--- config.mk ---
export PLATFORM = sky130hd
export DESIGN_NAME = sim_clock_divider_flat
export DESIGN_NICKNAME = d
export VERILOG_FILES = /design/src/rtl/sim_clock_divider_if.sv /design/src/rtl/sim_clock_divider.sv /design/src/flat_wrapper.sv
export SDC_FILE = /design/constraint.sdc
export NUM_CORES = 1
export LEC_CHECK = 0
export ABC_CLOCK_PERIOD_IN_PS = 3330
export CAP_MARGIN = 10
export CORE_MARGIN = 5
export CORE_UTILIZATION = 63
export CTS_BUF_LIST = sky130_fd_sc_hd__clkbuf_8
export CTS_CLUSTER_SIZE = 10
export DETAILED_ROUTE_END_ITERATION = 8
export PLACE_DENSITY_LB_ADDON = 0.08
export SYNTH_ARGS = -nofsm -noshare
export SYNTH_HDL_FRONTEND = slang
export SYNTH_SLANG_ARGS = --single-unit
--- constraint.sdc ---
create_clock -name clk_i -period 3.33 [get_ports clk_i]
set_input_delay 0.4995 -clock clk_i [delete_from_list [all_inputs] [get_ports clk_i]]
set_output_delay 0.4995 -clock clk_i [all_outputs]
set_load 0.01 [all_outputs]
--- src/rtl/sim_clock_divider_if.sv ---
// sim_clock_divider_if: configuration request port of the clock divider
interface sim_clock_divider_if #(
   parameter int CHANNELS  = 4,
   parameter int CNT_WIDTH = 8
);
   localparam int CW = CHANNELS > 1 ? $clog2(CHANNELS) : 1;
   logic                 cfg_valid;
   logic                 cfg_ready;
   logic [CW-1:0]        cfg_chan;
   logic [CNT_WIDTH-1:0] cfg_div;
   logic [CNT_WIDTH-1:0] cfg_phase;
   logic                 cfg_err;
   modport master (output cfg_valid, cfg_chan, cfg_div, cfg_phase, input cfg_ready, cfg_err);
   modport slave  (input cfg_valid, cfg_chan, cfg_div, cfg_phase, output cfg_ready, cfg_err);
endinterface

--- src/rtl/sim_clock_divider.sv ---
// sim_clock_divider: multi-channel programmable integer clock divider with
// phase offset, glitch-free enable and reconfiguration at safe boundaries
module sim_clock_divider #(
   parameter int CHANNELS    = 4,
   parameter int CNT_WIDTH   = 8,
   parameter int DEFAULT_DIV = 1
) (
   input  logic                clk_i,
   input  logic                rst_ni,
   sim_clock_divider_if.slave  cfg,
   input  logic [CHANNELS-1:0] en_i,
   output logic [CHANNELS-1:0] clk_o,
   output logic [CHANNELS-1:0] locked_o
);
   localparam int CW = CHANNELS > 1 ? $clog2(CHANNELS) : 1;
   localparam logic [CW:0] NCH = (CW+1)'(CHANNELS);
   logic [CHANNELS-1:0] busy;
   logic                in_range;
   assign in_range = {1'b0, cfg.cfg_chan} < NCH;
   assign cfg.cfg_ready = ~|busy;
   always_ff @(posedge clk_i or negedge rst_ni)
      if (!rst_ni) cfg.cfg_err <= 1'b0;
      else cfg.cfg_err <= cfg.cfg_valid && !in_range;
   for (genvar g = 0; g < CHANNELS; g++) begin : ch
      logic [CNT_WIDTH-1:0] div, cnt, pend_div, pend_phase;
      logic                 out, run, pend, locked, wrap, fall, acc;
      assign wrap = cnt == div - 1'b1;
      assign fall = run && out && wrap;
      assign acc = cfg.cfg_valid && cfg.cfg_ready && cfg.cfg_chan == CW'(g);
      assign busy[g] = pend && cfg.cfg_chan == CW'(g);
      assign clk_o[g] = out;
      assign locked_o[g] = locked;
      // Reconfiguration and disable only act at a falling edge or while idle,
      // so no high pulse is ever shortened.
      always_ff @(posedge clk_i or negedge rst_ni)
         if (!rst_ni) begin
            div <= CNT_WIDTH'(DEFAULT_DIV);
            cnt <= '0;
            out <= 1'b0;
            run <= 1'b0;
            pend <= 1'b0;
            pend_div <= '0;
            pend_phase <= '0;
            locked <= 1'b0;
         end else begin
            if (acc) begin
               pend <= 1'b1;
               pend_div <= cfg.cfg_div;
               pend_phase <= cfg.cfg_phase;
            end
            if (pend && (fall || !run)) begin
               div <= pend_div;
               cnt <= pend_phase < pend_div ? pend_phase : '0;
               out <= 1'b0;
               locked <= 1'b0;
               pend <= 1'b0;
               run <= pend_div != '0 && en_i[g];
            end else if (!run) begin
               run <= en_i[g] && div != '0;
               cnt <= '0;
            end else if (fall && !en_i[g]) begin
               run <= 1'b0;
               cnt <= '0;
               out <= 1'b0;
               locked <= 1'b0;
            end else if (wrap) begin
               cnt <= '0;
               out <= ~out;
               if (out) locked <= 1'b1;
            end else cnt <= cnt + 1'b1;
         end
   end
endmodule

--- src/flat_wrapper.sv ---
// flat-port wrapper written by rule: the top's interface ports become plain ports
module sim_clock_divider_flat 
#(
   parameter int CHANNELS    = 4,
   parameter int CNT_WIDTH   = 8,
   parameter int DEFAULT_DIV = 1
)
  (clk_i, rst_ni, en_i, clk_o, locked_o, cfg_cfg_valid, cfg_cfg_chan, cfg_cfg_div, cfg_cfg_phase, cfg_cfg_ready, cfg_cfg_err);
  sim_clock_divider_if #(.CHANNELS(CHANNELS), .CNT_WIDTH(CNT_WIDTH)) cfg_i ();
  input  logic clk_i;
  input  logic rst_ni;
  input  logic [CHANNELS-1:0] en_i;
  output logic [CHANNELS-1:0] clk_o;
  output logic [CHANNELS-1:0] locked_o;
  input wire logic [$bits(cfg_i.cfg_valid)-1:0] cfg_cfg_valid;
  input wire logic [$bits(cfg_i.cfg_chan)-1:0] cfg_cfg_chan;
  input wire logic [$bits(cfg_i.cfg_div)-1:0] cfg_cfg_div;
  input wire logic [$bits(cfg_i.cfg_phase)-1:0] cfg_cfg_phase;
  output wire logic [$bits(cfg_i.cfg_ready)-1:0] cfg_cfg_ready;
  output wire logic [$bits(cfg_i.cfg_err)-1:0] cfg_cfg_err;
  assign cfg_i.cfg_valid = cfg_cfg_valid;
  assign cfg_i.cfg_chan = cfg_cfg_chan;
  assign cfg_i.cfg_div = cfg_cfg_div;
  assign cfg_i.cfg_phase = cfg_cfg_phase;
  assign cfg_cfg_ready = cfg_i.cfg_ready;
  assign cfg_cfg_err = cfg_i.cfg_err;
  sim_clock_divider #(.CHANNELS(CHANNELS), .CNT_WIDTH(CNT_WIDTH), .DEFAULT_DIV(DEFAULT_DIV)) u_core (.clk_i(clk_i), .rst_ni(rst_ni), .cfg(cfg_i), .en_i(en_i), .clk_o(clk_o), .locked_o(locked_o));
endmodule
======== Yosys cells after proc, flatten, opt, wreduce, memory -nomap -nowiden ========
Cells that the tools add are included.
operators by class
  mux-type cells .......................... 76
  bitwise operators ....................... 4
  equality and inequality tests ........... 7
  add/sub/neg operators ................... 8
  reduce and logical (&&, ||, !) cells .... 80
  $lt $le $gt $ge ......................... 4
operators by type and width
  cell                 count
  $mux 8               20
  $reduce_bool 8->1    8
  $mux 1               56
  $logic_and 1x1->1    33
  $add 8x1->8 const B  4
  $eq 8x8->1           4
  $lt 8x8->1           4
  $sub 8x1->8 const B  4
  $reduce_bool 3->1    8
  $reduce_bool 2->1    8
  $reduce_and 3->1     4
  $logic_not 1->1      9
  $reduce_and 2->1     4
  $eq 2x2->1 const B   2
  $logic_or 1x1->1     4
  $not 1->1            4
  $reduce_or 4->1      1
  $eq 2x1->1 const B   1
  $logic_not 2->1      1
storage, ports and cells
  register bits after elaboration ......... 144
  output and inout bits ................... 10

======== Longest topological paths before layout ========
  word-level depth ........................ 8
  gate-level depth with buffers ........... 11
  depth with buffers taken out ............ 8

======== Worst setup path before layout ========
Ideal clock, no wire load.
  path kind ............................... reg2reg
  start ................................... register u_core.ch[1].div[0]
  end ..................................... register u_core.ch[1].cnt[2]
  period minus slack after synthesis ...... 2800 ps
  data required time ...................... 3247 ps
  data arrival time ....................... 2717 ps
  setup slack ............................. 530 ps
  stages on the path, launching flop included .. 11
  cells stage by stage .................... dfstp_2 -> clkbuf_1 -> inv_1 -> ha_1 -> or3_1 -> a31o_1 -> or4_1 -> o21a_1 -> buf_6 -> buf_6 -> o22ai_1
between the ends
  word-level cells in the longest chain between the ends .. 7
RTL lines
  element                 RTL line                 source
  from (decl)             sim_clock_divider.sv:25  logic [CNT_WIDTH-1:0] div, cnt, pend_div, pend_phase;
  from (signal assigned)  sim_clock_divider.sv:37  div <= CNT_WIDTH'(DEFAULT_DIV);
  from (signal assigned)  sim_clock_divider.sv:52  div <= pend_div;
  $sub 8x1->8 *           sim_clock_divider.sv:27  assign wrap = cnt == div - 1'b1;
  $eq 8x8->1 *            sim_clock_divider.sv:27
  $logic_and 1x1->1       sim_clock_divider.sv:28  assign fall = run && out && wrap;
  $logic_and 1x1->1       sim_clock_divider.sv:61  end else if (fall && !en_i[g]) begin
  $mux 8                  sim_clock_divider.sv:61
  $mux 8                  sim_clock_divider.sv:58  end else if (!run) begin
  $mux 8 *                sim_clock_divider.sv:51  if (pend && (fall || !run)) begin
  to (signal assigned)    sim_clock_divider.sv:53  cnt <= pend_phase < pend_div ? pend_phase : '0;
  to (signal assigned)    sim_clock_divider.sv:70  end else cnt <= cnt + 1'b1;
  to (decl)               sim_clock_divider.sv:25
Mark *: on every way between the ends. The rest lies on a longest branch, timed or not.
A chain may end at the register's enable or synchronous reset.

======== Worst setup path in the final report ========
  start ................................... register u_core.ch[3].div[0]
  end ..................................... register u_core.ch[3].cnt[0]
between the ends
  word-level cells in the longest chain between the ends .. 7
RTL lines
  element                 RTL line
  from (decl)             sim_clock_divider.sv:25
  from (signal assigned)  sim_clock_divider.sv:37
  from (signal assigned)  sim_clock_divider.sv:52
  $sub 8x1->8 *           sim_clock_divider.sv:27
  $eq 8x8->1 *            sim_clock_divider.sv:27
  $logic_and 1x1->1       sim_clock_divider.sv:28
  $logic_and 1x1->1       sim_clock_divider.sv:61
  $mux 8                  sim_clock_divider.sv:61
  $mux 8                  sim_clock_divider.sv:58
  $mux 8 *                sim_clock_divider.sv:51
  to (signal assigned)    sim_clock_divider.sv:53
  to (signal assigned)    sim_clock_divider.sv:70
  to (decl)               sim_clock_divider.sv:25
Marked as above.

==> reports/metrics.cfg <==
[worst_setup_path]
critical_path.startpoint=u_core.ch[3].div[0]
critical_path.cell_chain=inv_1 > ha_1 > xor2_1 > nor4b_1 > a32o_1 > a21oi_1 > o21a_1 > o22ai_1
reg2reg_start=u_core.ch[3].div[0]
worst_setup_path_start_kind=flop
end_kind=flop
worst_flop_to_flop_path_endpoint=u_core.ch[3].cnt[0]
slowest_stage=sky130_fd_sc_hd__o21a_1
critPathMaxFanout=18
worst-setup-path-type=flop to flop
setup.reg_to_reg.worst_slack_ns=0.32
worst_ep_arrival_ns=3.31
critical_path.max_stage_delay_ns=0.65
worst_reg_to_reg_cells=8
worstPathRequired_ns=3.63

[cts]
tritoncts=done
clock-root-buffer=sky130_fd_sc_hd__clkbuf_8
holdBufCountCts=0
cts_repair_resize_count=0
h-tree-depth=4
clkTransAtPathRegs_ns=0.07
cts_setup_buffers=0
numCtsBuffers=17
clkLatencyLatePin_ns=0.46
cts_num_sinks=144
cts-root-to-sink-buffers=2

[die]
die_w_um=124.4
ioPinCount=35
starting_density=0.6477
rows=41
die_area_um2=15470
placeableCoreArea_um2=12720
fp.dieH_um=124.4

[layout]
cell_area_after_layout_um2=9054
area.growth.synth_to_final_pct=9.869
final_util=0.7116
layout.cells.non_filler=1020
num_antenna_cells=0
layout_nets=900
post_route_cells_drive_above_1_share=0.1226

[timing]
rsz0062_at_grt=no
post-route-period-util=0.9045
drv_slew=0
finalSetupTns_ns=0
actual_transition_at_the_worst_max_transition_pin_ns=0.8486
timing_hold_violations_final=0
max_clock_freq_ghz=0.3320
final-setup-viol-count=0
maxSlewHeadroom=0.4313
finalWorstSetupSlack_ns=0.3180
min_period_ns=3.012
timing.clock.skew_ns=0.008271

[place]
place.detailed.instances=988
gp_congestion=0.8814
detailed_placement_wirelength_estimate_mm=14.43
dpl_cell_area_um2=8691
io_buffer_count=33
placement.setup.worst_slack_ns=0.3786

[detailed_routing]
final_antenna_net_count=0
detailedRoute.firstPassIterationCount=5
postRouteWirelength_mm=19.82
drt-initial-drc-count=636
wl_per_cell_um=19.43
route.detailed.drc=0
vias=6401
number_of_vias_per_cell=6.275

[synthesis]
post-synth-top-area-cell=sky130_fd_sc_hd__dfrtp_1
synth_warnings=0
synth_cells=816
synthTopCellsByArea=sky130_fd_sc_hd__dfrtp_1 43%, sky130_fd_sc_hd__ha_1 6.1%, sky130_fd_sc_hd__mux2_2 5.9%
synth-async-reset-ratio=1.000
syn_area_per_cell_um2=10.10
synth-main-ff-cell=sky130_fd_sc_hd__dfrtp_1
syn_area_um2=8240
yosysTopAreaCellShare=0.4251
synth_nets=881
seq_area_frac_synth=0.4379
synth-seq-cells=144
netlist_cell_types=68
number_of_enable_type_register_cells_in_the_synthesized_netlist=0

[hold_path]
hold_path.class=primary input to asynchronous set/reset pin

[pwr]
power.leakage_uw=0.003789
power_density_over_cell_area_nw_per_um2=789.9
vdd_drop_max_mv=0.5402

[global_route]
grt_max_degree=87
congestion_overflow_gr=0
global_route_usage_over_all_layers=0.2612
grt_pass1_wl_mm=33.12
grt-busiest-layer=met2
met1_usage=0.3572
global_route.usage.met2=0.4195
grt_use_met3=0.04974
antenna_found_initial=0
via_count_of_the_first_global_routing_pass=6602

[flow_run]
maxCapViolations=0

[status]
run_status=complete, no violations

==> report_power, final <==
group / leakage (uW) / switching, uW / total, uW / internal, uW
logic: 0.00190 / 1440 / 2780 / 1340
registers: 0.00168 / 736 / 3100 / 2360
clock network: 0.000211 / 626 / 1280 / 649
total: 0.00379 / 2810 / 7150 / 4340
==> cells in the mapped netlist (5+ instances only) <==
cell type	count
sky130_fd_sc_hd__nand3_1	32
sky130_fd_sc_hd__nor4_1	6
sky130_fd_sc_hd__or3_1	6
sky130_fd_sc_hd__o21ai_0	53
sky130_fd_sc_hd__ha_1	40
sky130_fd_sc_hd__nor2b_1	9
sky130_fd_sc_hd__xor2_1	26
sky130_fd_sc_hd__o32ai_1	8
sky130_fd_sc_hd__dfrtp_1	140
sky130_fd_sc_hd__o2bb2ai_1	7
sky130_fd_sc_hd__nor3_1	16
sky130_fd_sc_hd__mux2_2	43
sky130_fd_sc_hd__o22ai_1	14
sky130_fd_sc_hd__nand4_1	7
sky130_fd_sc_hd__buf_2	5
sky130_fd_sc_hd__nand2b_1	33
sky130_fd_sc_hd__o211ai_1	53
sky130_fd_sc_hd__buf_4	10
sky130_fd_sc_hd__nand2_1	69
sky130_fd_sc_hd__o21a_1	6
sky130_fd_sc_hd__a211oi_1	5
sky130_fd_sc_hd__and3_1	8
sky130_fd_sc_hd__clkbuf_1	25
sky130_fd_sc_hd__a21o_1	8
sky130_fd_sc_hd__xnor2_1	33
sky130_fd_sc_hd__nor2_1	24
sky130_fd_sc_hd__a21oi_1	9
sky130_fd_sc_hd__nand4b_1	6
sky130_fd_sc_hd__inv_1	44
==> flip-flops by register name, indices dropped and copies added, names as in the netlist <==
| name | count |
|---|---|
| u_core.ch.locked | 4 |
| u_core.ch.pend_div | 32 |
| u_core.ch.run | 4 |
| u_core.ch.div | 32 |
| u_core.ch.pend | 4 |
| u_core.ch.out | 4 |
| u_core.ch.cnt | 32 |
| u_core.ch.pend_phase | 32 |
==> worst max-delay path, delay by kind of cell (launching register included) <==
kind / cells / cell delay, ns
buffers and inverters: 1 / 0.09
xor gates and xnor gates: 1 / 0.19
DFF: 1 / 0.60
and+or+nand+nor: 1 / 0.08
AOI/OAI and AO/OA: 4 / 1.60
adders and majority gates: 1 / 0.29
==> layer usage <==
layer	up-vias	routed length, um	share of wire
li1	2997	-	-
met1	3194	8882	0.45
met2	170	9678	0.49
met3	40	872	0.044
met4	0	388	0.020
met5	-	0	0
==> worst max path at each step <==
stage,to,slack (ns)
3_3_place_gp,u_core.ch[1].run,0.49
3_5_place_dp,u_core.ch[3].div[6],0.38
2_1_floorplan,u_core.ch[1].cnt[2],0.53
6_report,u_core.ch[3].cnt[0],0.32
5_1_grt,u_core.ch[3].div[5],0.12
4_1_cts,u_core.ch[3].cnt[0],0.36
==> layout by cell type, fill, tap and decap left out, types with 5 or more instances in the layout <==
cell                              instances
sky130_fd_sc_hd__a21o_1                   8
sky130_fd_sc_hd__o21a_1                   6
sky130_fd_sc_hd__mux2_2                  43
sky130_fd_sc_hd__nand2b_1                33
sky130_fd_sc_hd__o21ai_0                 53
sky130_fd_sc_hd__o2bb2ai_1                7
sky130_fd_sc_hd__xor2_1                  26
sky130_fd_sc_hd__inv_1                   49
sky130_fd_sc_hd__clkbuf_8                21
sky130_fd_sc_hd__o22ai_1                 14
sky130_fd_sc_hd__nand3_1                 32
sky130_fd_sc_hd__nor2_1                  24
sky130_fd_sc_hd__o211ai_1                53
sky130_fd_sc_hd__dfrtp_1                140
sky130_fd_sc_hd__buf_4                   11
sky130_fd_sc_hd__a211oi_1                 5
sky130_fd_sc_hd__or3_1                    6
sky130_fd_sc_hd__clkdlybuf4s50_1         32
sky130_fd_sc_hd__ha_1                    40
sky130_fd_sc_hd__clkinv_2                 5
sky130_fd_sc_hd__nor4_1                   6
sky130_fd_sc_hd__nand4b_1                 6
sky130_fd_sc_hd__nand4_1                  7
sky130_fd_sc_hd__a21oi_1                  9
sky130_fd_sc_hd__nand2_1                 69
sky130_fd_sc_hd__xnor2_1                 33
sky130_fd_sc_hd__o32ai_1                  8
sky130_fd_sc_hd__nor3_1                  15
sky130_fd_sc_hd__and3_1                   8
sky130_fd_sc_hd__nor2b_1                  9
==> metrics by stage <==
stage	hold WS [ns]	total power, uW
after global routing	0.1635	7667
final	0.09066	7151
after global placement	0.4872	5647
after detailed placement	0.4935	5834
after CTS	0.1215	7153
after floorplan	0.2039	4988
==> final cells by class <==
class	count	area, um^2
clock buffer	21	289.0
clock inverter	11	73.82
fill	991	3669
inverter	44	165.2
multi-input combinational	583	4268
sequential	144	3608
tap	172	215.2
timing repair buffer	45	434.2
==> cells by family (layout without fill, tap and decap cells) <==
logic type,count (synthesis),after routing,synth area share
AOI/OAI and AO/OA,199,199,0.1731
xor gates and xnor gates,60,60,0.06544
adders and majority gates,40,40,0.06073
buffers and inverters,89,121,0.04768
DFF,144,144,0.4379
muxes,46,46,0.06392
other,1,1,0.0004551
and+or+nand+nor,237,237,0.1508
Note: power is estimated with default switching activity, not from simulation.
